$ cat src/rtl/serial_compare_ctrl_pkg.sv
// Shared definitions for the bit-serial magnitude comparator:
// FSM state encoding, result flag bit positions and a counter sizing helper.
package serial_compare_ctrl_pkg;

    // Sequencer states; encodings are fixed so other blocks can decode them.
    typedef enum logic [1:0] {
        IDLE = 2'd0,
        RUN  = 2'd1,
        DONE = 2'd2
    } state_t;

    // Result flags are kept as one vector ordered {greater, lesser, equal}.
    typedef logic [2:0] flags_t;

    localparam int FLAG_GT = 2;
    localparam int FLAG_LT = 1;
    localparam int FLAG_EQ = 0;

    // Width of the bit counter; a 1-bit operand still needs a 1-bit counter.
    function automatic int cnt_width(input int width);
        return (width > 1) ? $clog2(width) : 1;
    endfunction

endpackage

$ cat src/rtl/serial_compare_ctrl_cell.sv
// Single-bit magnitude compare cell. Purely combinational; the sequencer
// feeds it one bit pair per clock, MSB first.
module bit_compare_cell (
    input  logic a,
    input  logic b,
    output logic gt,
    output logic lt,
    output logic eq
);

    assign gt = a & ~b;
    assign lt = ~a & b;
    assign eq = ~(a ^ b);

endmodule

$ cat src/rtl/serial_compare_ctrl.sv
// Bit-serial unsigned magnitude comparator sequencer.
// Captures two operands on an accepted start, walks them MSB first through
// one shared bit_compare_cell and reports registered greater/lesser/equal
// flags together with a one-cycle done pulse. With EARLY_EXIT set, the run
// stops at the first differing bit; otherwise all WIDTH bits are visited and
// the first difference is remembered in a sticky register.
module serial_compare_ctrl
    import serial_compare_ctrl_pkg::*;
#(
    parameter int WIDTH      = 8,
    parameter bit EARLY_EXIT = 1'b1
) (
    input  logic             clk,
    input  logic             rst_n,
    input  logic             start,
    input  logic [WIDTH-1:0] a_in,
    input  logic [WIDTH-1:0] b_in,
    output logic             busy,
    output logic             done,
    output logic             greater,
    output logic             lesser,
    output logic             equal
);

    localparam int             CW       = cnt_width(WIDTH);
    localparam logic [CW-1:0]  CNT_LOAD = CW'(WIDTH - 1);

    state_t           state;
    logic [WIDTH-1:0] a_sr;
    logic [WIDTH-1:0] b_sr;
    logic [CW-1:0]    cnt;
    logic [1:0]       sticky;
    flags_t           flags;
    logic             busy_q;
    logic             done_q;

    logic             cell_gt;
    logic             cell_lt;
    logic             cell_eq;
    logic             bit_diff;
    logic [1:0]       sticky_next;
    flags_t           final_flags;

    // The only compare cell: it always looks at the current MSBs of the
    // operand shift registers.
    bit_compare_cell u_cell (
        .a  (a_sr[WIDTH-1]),
        .b  (b_sr[WIDTH-1]),
        .gt (cell_gt),
        .lt (cell_lt),
        .eq (cell_eq)
    );

    // Sticky first-difference tracking and the flags reported when the last
    // bit has been visited. Only the first differing bit may set the sticky
    // register; later differences are lower significance and are ignored.
    always_comb begin
        bit_diff    = ~cell_eq;
        sticky_next = sticky;
        if (bit_diff && (sticky == 2'b00)) begin
            sticky_next = {cell_gt, cell_lt};
        end
        final_flags          = '0;
        final_flags[FLAG_GT] = sticky_next[1];
        final_flags[FLAG_LT] = sticky_next[0];
        final_flags[FLAG_EQ] = (sticky_next == 2'b00);
    end

    // Sequencer: accepts a start in IDLE or DONE, runs one bit per clock in
    // RUN and pulses done for one cycle in DONE. Reset mid-run simply drops
    // the operation without a done pulse.
    always_ff @(posedge clk or negedge rst_n) begin
        if (!rst_n) begin
            state  <= IDLE;
            a_sr   <= '0;
            b_sr   <= '0;
            cnt    <= '0;
            sticky <= 2'b00;
            flags  <= '0;
            busy_q <= 1'b0;
            done_q <= 1'b0;
        end else begin
            case (state)
                IDLE, DONE: begin
                    done_q <= 1'b0;
                    if (start) begin
                        state  <= RUN;
                        a_sr   <= a_in;
                        b_sr   <= b_in;
                        cnt    <= CNT_LOAD;
                        sticky <= 2'b00;
                        flags  <= '0;
                        busy_q <= 1'b1;
                    end else begin
                        state  <= IDLE;
                        busy_q <= 1'b0;
                    end
                end
                RUN: begin
                    if (EARLY_EXIT && bit_diff) begin
                        flags          <= '0;
                        flags[FLAG_GT] <= cell_gt;
                        flags[FLAG_LT] <= cell_lt;
                        state          <= DONE;
                        busy_q         <= 1'b0;
                        done_q         <= 1'b1;
                    end else begin
                        sticky <= sticky_next;
                        a_sr   <= a_sr << 1;
                        b_sr   <= b_sr << 1;
                        if (cnt == '0) begin
                            flags  <= final_flags;
                            state  <= DONE;
                            busy_q <= 1'b0;
                            done_q <= 1'b1;
                        end else begin
                            cnt <= cnt - 1'b1;
                        end
                    end
                end
                default: begin
                    state  <= IDLE;
                    busy_q <= 1'b0;
                    done_q <= 1'b0;
                end
            endcase
        end
    end

    assign busy    = busy_q;
    assign done    = done_q;
    assign greater = flags[FLAG_GT];
    assign lesser  = flags[FLAG_LT];
    assign equal   = flags[FLAG_EQ];

endmodule

$ cat config.mk
export PLATFORM = sky130hd
export DESIGN_NAME = serial_compare_ctrl
export DESIGN_NICKNAME = d
export VERILOG_FILES = /design/src/rtl/serial_compare_ctrl_pkg.sv /design/src/rtl/serial_compare_ctrl_cell.sv /design/src/rtl/serial_compare_ctrl.sv
export SDC_FILE = /design/constraint.sdc
export NUM_CORES = 1
export LEC_CHECK = 0
export BUFFER_PORTS_ARGS = -buffer_cell sky130_fd_sc_hd__buf_4
export CAP_MARGIN = 20
export CORE_AREA = 3 3 55 62
export DETAILED_ROUTE_END_ITERATION = 8
export DIE_AREA = 0 0 58 65
export GPL_TIMING_DRIVEN = 0
export PLACE_DENSITY = 0.8
export SLEW_MARGIN = 20
export SYNTH_ARGS = -nofsm -noshare
export SYNTH_HDL_FRONTEND = slang
export SYNTH_HIERARCHICAL = 1
export SYNTH_SLANG_ARGS = --single-unit
$ cat constraint.sdc
create_clock -name clk -period 3.25 [get_ports clk]
set_input_delay 0.65 -clock clk [delete_from_list [all_inputs] [get_ports clk]]
set_output_delay 0.65 -clock clk [all_outputs]
set_load 0.01 [all_outputs]
[Yosys cells after proc, flatten, opt, wreduce, memory -nomap -nowiden]
Cells that the tools add are included.
Operators by class
  bitwise logic cells: 5
  equal/unequal tests: 6
  mux-type cells: 29
  reductions and logical operators: 10
  $add $sub $neg: 1
Operators by type and width (count)
  2-to-1 mux 8 bit: 4
  case mux 8 bit (2 select lines): 2
  2-to-1 mux 3 bit: 6
  case mux 3 bit (2 select lines): 2
  2-to-1 mux 2 bit: 5
  case mux 2 bit (2 select lines): 2
  2-to-1 mux 1 bit: 7
  logical NOT 2 bit: 3
  != test 2 bit, second input constant: 3
  AND reduction 3 bit: 2
  AND reduction 4 bit: 1
  logical NOT 3 bit: 1
  != test 3 bit, second input constant: 1
  subtractor 3 x 1 -> 3 bit, second input constant: 1
  bitwise AND 1 bit: 2
  equality test 2 x 1 -> 1 bit, second input constant: 1
  equality test 2 bit, second input constant: 1
  inverter 1 bit: 2
  case mux 1 bit (2 select lines): 1
  nonzero test 2 bit: 1
  OR reduction 2 bit: 1
  logical AND 1 bit: 1
  bitwise XOR 1 bit: 1
Storage, ports and cells
  output and inout port bits: 5
  bits in registers: 28
  word-level logic and storage cells: 59

[Depth between registers and ports, before layout]
Gate-level depths: netlist (run 1).
  word-level depth: 7
  mapped depth: 6

[Cells and area by module]
The synthesis (run 1) kept the hierarchy.
Modules (own cells, without submodules)
  serial_compare_ctrl: area each 1391.3 um^2, times used 1, cells each 95, sequential area each 675.6 um^2
  bit_compare_cell: area each 32.5 um^2, times used 1, cells each 4, sequential area each 0.0 um^2

[Least setup slack after synthesis (run 1)]
No wires, ideal clock.
  kind: register -> register
  start point: register a_sr[7]
  end point: register a_sr[7]
  clock period less this slack: 1.662 ns
  setup slack: 1.588 ns
  buffers on the path: 2
  required time: 3.125 ns
  stages on the path, launching flop included: 7
  arrival time: 1.536 ns
  setup time: 0.125 ns
  cell sequence: dfrtp_1 inv_1 ha_1 buf_2 a21oi_4 buf_8 mux2_4
On the way
  word-level cells in the longest chain between the ends: 3
Ends and longest elaborated chain
  from (decl): RTL line serial_compare_ctrl.sv:29  | logic [WIDTH-1:0] a_sr;
  from (signal assigned): RTL line serial_compare_ctrl.sv:88  | a_sr <= a_in;
  from (signal assigned): RTL line serial_compare_ctrl.sv:109  | a_sr <= a_sr << 1;
  bitwise XOR 1 bit: RTL line serial_compare_ctrl_cell.sv:13  | assign eq = ~(a ^ b);
  != test 2 bit (no source line)
  AND reduction 3 bit (no source line)
Every way passes these cells.
A chain may end at the register's enable or synchronous reset.

[Final worst setup path (run 1)]
  start point: register a_sr[7]
  end point: register b_sr[2]
On the way
  word-level cells in the longest chain between the ends: 3
Ends and longest elaborated chain
  bitwise XOR 1 bit: RTL line serial_compare_ctrl_cell.sv:13
  != test 2 bit (no source line)
  AND reduction 3 bit (no source line)
  to (signal assigned): RTL line serial_compare_ctrl.sv:89  | b_sr <= b_in;
  to (signal assigned): RTL line serial_compare_ctrl.sv:110  | b_sr <= b_sr << 1;
  to (decl): RTL line serial_compare_ctrl.sv:30  | logic [WIDTH-1:0] b_sr;
Every way passes these cells.

==> impl_metrics.env, run 1 <==
export IMPL_max_freq_mhz=542
export IMPL_syn_inst=99
export IMPL_drtAntennaViolNets=0
export IMPL_cts_hold_buf=0
export IMPL_finalWirelength_um=2390
export IMPL_synthAdderAreaFrac_pct=3.51
export IMPL_yosys_warnings=6
export IMPL_relSlewSlack_pct=77.2
export IMPL_finalClockSkew_ns=0.00310
export IMPL_synth_nets=122
export IMPL_place_hpwl_um=1860
export IMPL_cp_required_ns=3.46
export IMPL_synthSimpleGateAreaFrac_pct=7.29
export IMPL_synth_flop_cell="dfrtp_1"
export IMPL_clk_path_buf_depth=2
export IMPL_drt_iter0_drc=13
export IMPL_vias_per_cell=5.23
export IMPL_synth_area_per_cell_um2=14.4
export IMPL_grt_pass1_wl_um=4280
export IMPL_setup_worst_path_end_class="flop"
export IMPL_synth_top_family_by_area="multiplexers"
export IMPL_cp_cell_sequence="inv_1 > ha_1 > buf_2 > a21oi_4 > buf_8 > mux2_4"
export IMPL_cts_root_buf="clkbuf_4"
export IMPL_setup_violations=0
export IMPL_cts_tree="done"
export IMPL_core_area_um2=2800
export IMPL_io_buffer_count=23
export IMPL_yosysSeqAreaShare_pct=47.5
export IMPL_synth_area_mux_share_pct=33.0
export IMPL_utilization_pct=59.4
export IMPL_synth_top_area_share_pct=47.5
export IMPL_grt_usage_pct=14.8
export IMPL_hold_slack_ns=0.216
export IMPL_grt_pass1_vias=932
export IMPL_clk_pin_slew_worst_paths_ns=0.14
export IMPL_p_leak_nw=0.843
export IMPL_hold_path_class="in2async"
export IMPL_worstPathMaxFanout=10
export IMPL_place_congestion=0.692
export IMPL_finalCritPeriodShare_pct=56.7
export IMPL_worst_pin_slew_ns=0.341
export IMPL_syn_cell_area_um2=1420
export IMPL_report_final_slew_viol_count=0
export IMPL_fp_row_count=20
export IMPL_area_delta_synth_final_pct=16.9
export IMPL_first_pass_iters=4
export IMPL_ys_async_sr_fraction_pct=100
export IMPL_post_cts_buffers=0
export IMPL_fillers=229
export IMPL_cts_sinks=27
export IMPL_critical_path_startpoint_type="flop"
export IMPL_antenna_found_initial=0
export IMPL_drc=0
export IMPL_vdd_drop_max_mv=0.459
export IMPL_crit_path_top_delay_cell="dfrtp_1"
export IMPL_synth_enable_flop_cells=0
export IMPL_cts_resized=0
export IMPL_overflow=0
export IMPL_nNetsFinal=150
export IMPL_worstSkewPairLatency_ns=0.31
export IMPL_rsz0062_at_grt="false"
export IMPL_hold_viol=0
export IMPL_grt_start_max_net_pins=28
export IMPL_cpPeakStageDelay_ns=0.41
export IMPL_num_vias=831
export IMPL_power_w=0.00159
export IMPL_start_util_pct=50.8
export IMPL_synth_cell_type_count=23
export IMPL_antennaDiodeCount=0
export IMPL_powerDensity_nw_per_um2=957
export IMPL_synth_xor_area_share_pct=0
export IMPL_die_y_um=65
export IMPL_setup_tns_ns=0
export IMPL_cts_buffers=3
export IMPL_drive_above_1_share_pct=50.0
export IMPL_worstPathArrival_ns=2.06
export IMPL_synth_area_leaders="dfrtp_1 (47%), mux2_4 (23%), mux2_2 (5.5%)"
export IMPL_synth_largest_area_cell="dfrtp_1"
export IMPL_dieArea_um2=3770
export IMPL_die_x_um=58
export IMPL_synth_most_common_cell="dfrtp_1"
export IMPL_synth_compound_area_share_pct=4.48
export IMPL_htreeDepth=1
export IMPL_maxCapViolations=0
export IMPL_yosys_top_cells_count="dfrtp_1 (27), mux2_4 (22), mux2_2 (7)"
export IMPL_io_pins=24
export IMPL_wire_per_inst_um=15.0
export IMPL_synth_seq_cells=27
export IMPL_status="complete, no violations"
export IMPL_min_period_ns=1.84
export IMPL_crit_type="reg2reg"
==> path summary, 6_finish.rpt <==
kind | start | endpoint | slack [ns] | cells past startpoint
max | a_sr[7]$_DFFE_PN0P_ | b_sr[2]$_DFFE_PN0P_ | 1.41 | 6
min | rst_n | a_sr[0]$_DFFE_PN0P_ | 0.22 | 1
max reg2reg | a_sr[7]$_DFFE_PN0P_ | b_sr[2]$_DFFE_PN0P_ | 1.41 | 6
min reg2reg | cnt[0]$_DFFE_PN0P_ | cnt[0]$_DFFE_PN0P_ | 0.50 | 1
max in group asynchronous | rst_n | state[1]$_DFFE_PN0P_ | 2.78 | 1
min in group clk | cnt[0]$_DFFE_PN0P_ | cnt[0]$_DFFE_PN0P_ | 0.50 | 1
==> critical path: cells and delay by family, from the launching register on <==
family,cells,cell delay [ns]
mux,1,0.32
buf+inv,3,0.45
fa+ha+maj,1,0.28
flops,1,0.41
compound gates,1,0.29
==> kinds of logic after synthesis <==
| group | Yosys count |
|---|---|
| flip-flops | 27 |
| buffers and inverters | 9 |
| multiplexers | 35 |
| AND/OR/NAND/NOR | 18 |
| adder cells (fa/ha/maj) | 4 |
| AO/OA/AOI/OAI | 6 |
==> state kept, by name (all words and copies together), names as in the netlist <==
register / count
cnt: 3
flags: 3
state: 2
sticky: 2
busy: 1
b_sr: 8
a_sr: 8
==> area by class of cell <==
type,instances,area [um^2],share of cell area (%)
Sequential cell,27,676,40.6
Tap cell,33,41.3,2.48
Buffer,4,42.5,2.56
Timing Repair Buffer,23,173,10.4
Multi-Input combinational cell,63,687,41.3
Clock buffer,4,26.3,1.58
Inverter,5,18.8,1.13
==> through the flow <==
stage	std cells	area, um^2	setup slack, ns
2_1_floorplan	99	1420	1.59
3_3_place_gp	155	1640	1.42
3_5_place_dp	155	1640	1.39
4_1_cts	159	1660	1.40
5_1_grt	159	1660	1.33
6_report	159	1660	1.41
==> placed cells by master (no fill, tap or decap), drive strengths merged, types with 2 or more instances in the layout <==
master  instances
a22o            2
and2            2
buf            27
clkbuf          4
dfrtp          27
ha              4
inv             5
mux2           29
mux2i           6
nand2           5
nand2b          2
nand3           2
nor2            3
==> power by group <==
group	internal, W	switching, W	leakage [nW]	total (W)
sequential	0.000481	0.0000837	0.327	0.000565
clock	0.0000479	0.0000926	0.0150	0.000140
combinational	0.000534	0.000354	0.501	0.000888
total	0.00106	0.000530	0.843	0.00159
==> routing by layer <==
metal	part of all wire, %	up-vias	track usage (%)
li1	-	396	-
met1	41	422	17.4
met2	56	11	27.1
met3	3.0	2	2.99
met4	0.17	0	3.48
met5	0	-	0
No activity file was read; power rests on OpenSTA's default activity.
==> run 2, diff against run 1 <==
- clock period: 3.25 -> 1.7 ns (I/O delays scaled with it)
==> impl_metrics.env, run 2 (synthesized netlist as in run 1, its figures left out) <==
export IMPL_most_common_layout_cells="buf_4 (29), dfrtp_1 (27), mux2_4 (22)"
export IMPL_cts_buffers=3
export IMPL_hold_path_class="in2reg"
export IMPL_vdd_drop_max_mv=0.923
export IMPL_antennaDiodeCount=0
export IMPL_maxCapViolations=0
export IMPL_first_pass_iters=4
export IMPL_max_freq_mhz=605
export IMPL_fillers=229
export IMPL_core_area_um2=2800
export IMPL_overflow=0
export IMPL_worstPathMaxFanout=9
export IMPL_place_congestion=0.692
export IMPL_power_w=0.00318
export IMPL_setup_violations=0
export IMPL_wire_per_inst_um=15.0
export IMPL_fp_row_count=20
export IMPL_crit_type="reg2reg"
export IMPL_cts_tree="done"
export IMPL_vias_per_cell=5.23
export IMPL_clk_path_buf_depth=2
export IMPL_io_pins=24
export IMPL_finalClockSkew_ns=0.00213
export IMPL_antenna_found_initial=0
export IMPL_nNetsFinal=156
export IMPL_cts_root_buf="clkbuf_4"
export IMPL_worstPathArrival_ns=1.87
export IMPL_area_delta_synth_final_pct=20.4
export IMPL_cp_required_ns=1.91
export IMPL_finalCritPeriodShare_pct=97.3
export IMPL_p_seq_share_pct=33.7
export IMPL_dieArea_um2=3770
export IMPL_relSlewSlack_pct=77.3
export IMPL_p_leak_nw=0.872
export IMPL_worst_slack_ns=0.0459
export IMPL_layout_commonest_cell="buf_4"
export IMPL_grt_pass1_vias=964
export IMPL_drive_above_1_share_pct=51.5
export IMPL_grt_start_max_net_pins=28
export IMPL_utilization_pct=61.2
export IMPL_cts_sinks=27
export IMPL_setup_worst_path_end_class="flop"
export IMPL_p_clk_share_pct=8.6
export IMPL_reg_largest_list="a_sr x8, b_sr x8"
export IMPL_die_y_um=65
export IMPL_start_util_pct=50.8
export IMPL_status="complete, no violations"
export IMPL_finalWirelength_um=2480
export IMPL_pwr_share_comb_pct=57.7
export IMPL_swShare_pct=32.9
export IMPL_htreeDepth=1
export IMPL_critical_path_startpoint_type="flop"
export IMPL_clk_pin_slew_worst_paths_ns=0.14
export IMPL_switchingPower_w=0.00105
export IMPL_report_final_slew_viol_count=0
export IMPL_io_buffer_count=23
export IMPL_dpl_worst_slack_ns=-0.127
export IMPL_rsz0062_at_grt="true"
export IMPL_worstSkewPairLatency_ns=0.31
export IMPL_powerDensity_nw_per_um2=1860
export IMPL_grt_pass1_wl_um=4420
export IMPL_die_x_um=58
export IMPL_drtAntennaViolNets=0
export IMPL_drt_iter0_drc=6
export IMPL_num_vias=863
export IMPL_place_hpwl_um=1860
export IMPL_power_internal_w=0.00214
export IMPL_min_period_ns=1.65
export IMPL_hold_viol=0
export IMPL_drc=0
export IMPL_grt_usage_pct=15.3
export IMPL_worst_pin_slew_ns=0.341
run 2: what timing repair did:
action / CTS / global route
endpoints found under the setup margin: 8 / 14
hold buffers: 1 / 0
gates resized for setup: 0 / 2
hold endpoints to repair: 27 / 0
buffers inserted: 4 / 1
pin swaps: 1 / 1
run 2: through the flow:
step | area (um^2) | instances | TNS [ns] | hold slack, ns
floorplan | 1420 | 99 | 0 | 0.0444
global placement | 1640 | 155 | -0.553 | 0.266
detailed placement | 1640 | 155 | -0.916 | 0.270
CTS | 1700 | 164 | 0 | 0.225
global route | 1710 | 165 | -0.0546 | 0.217
finish | 1710 | 165 | 0 | 0.234
run 2: power by group through the flow:
stage / clock [W] / combinational [W] / sequential [W]
6_report: 0.000272 / 0.00184 / 0.00107
3_5_place_dp: 0 / 0.00172 / 0.00109
2_1_floorplan: 0 / 0.00139 / 0.00107
5_1_grt: 0.000301 / 0.00198 / 0.00112
3_3_place_gp: 0 / 0.00165 / 0.00107
4_1_cts: 0.000281 / 0.00181 / 0.00108
run 2: layout make-up:
type	instances	area, um^2	share of cell area [%]
Buffer	4	45.0	2.63
Clock buffer	4	26.3	1.53
Inverter	5	18.8	1.09
Multi-Input combinational cell	63	687	40.1
Sequential cell	27	676	39.4
Tap cell	33	41.3	2.41
Timing Repair Buffer	29	220	12.8
run 2: critical path, stage by stage, from the launching register on:
cell and delay [ns]:
dfrtp_1 0.43, ha_1 0.28, buf_4 0.18, a21oi_4 0.18, buf_8 0.18, mux2_4 0.31
run 2: per-layer routing:
metal / track usage (%) / wire length, um / vias up
met5: 0 / 0 / -
met4: 3.48 / 0 / 0
met3: 2.99 / 68 / 0
met2: 28.2 / 1410 / 11
met1: 17.8 / 1000 / 440
li1: - / - / 412
run 2: final timing paths:
check,startpoint,end,slack (ns),cells after the start
min in group asynchronous,rst_n,b_sr[1]$_DFFE_PN0P_,0.44,2
max in group asynchronous,rst_n,busy$_DFFE_PN0P_,1.00,2
setup reg to reg,b_sr[7]$_DFFE_PN0P_,b_sr[2]$_DFFE_PN0P_,0.05,5
setup / recovery,b_sr[7]$_DFFE_PN0P_,b_sr[2]$_DFFE_PN0P_,0.05,5
hold / removal,a_in[0],a_sr[0]$_DFFE_PN0P_,0.23,2
hold reg to reg,cnt[0]$_DFFE_PN0P_,cnt[0]$_DFFE_PN0P_,0.50,1
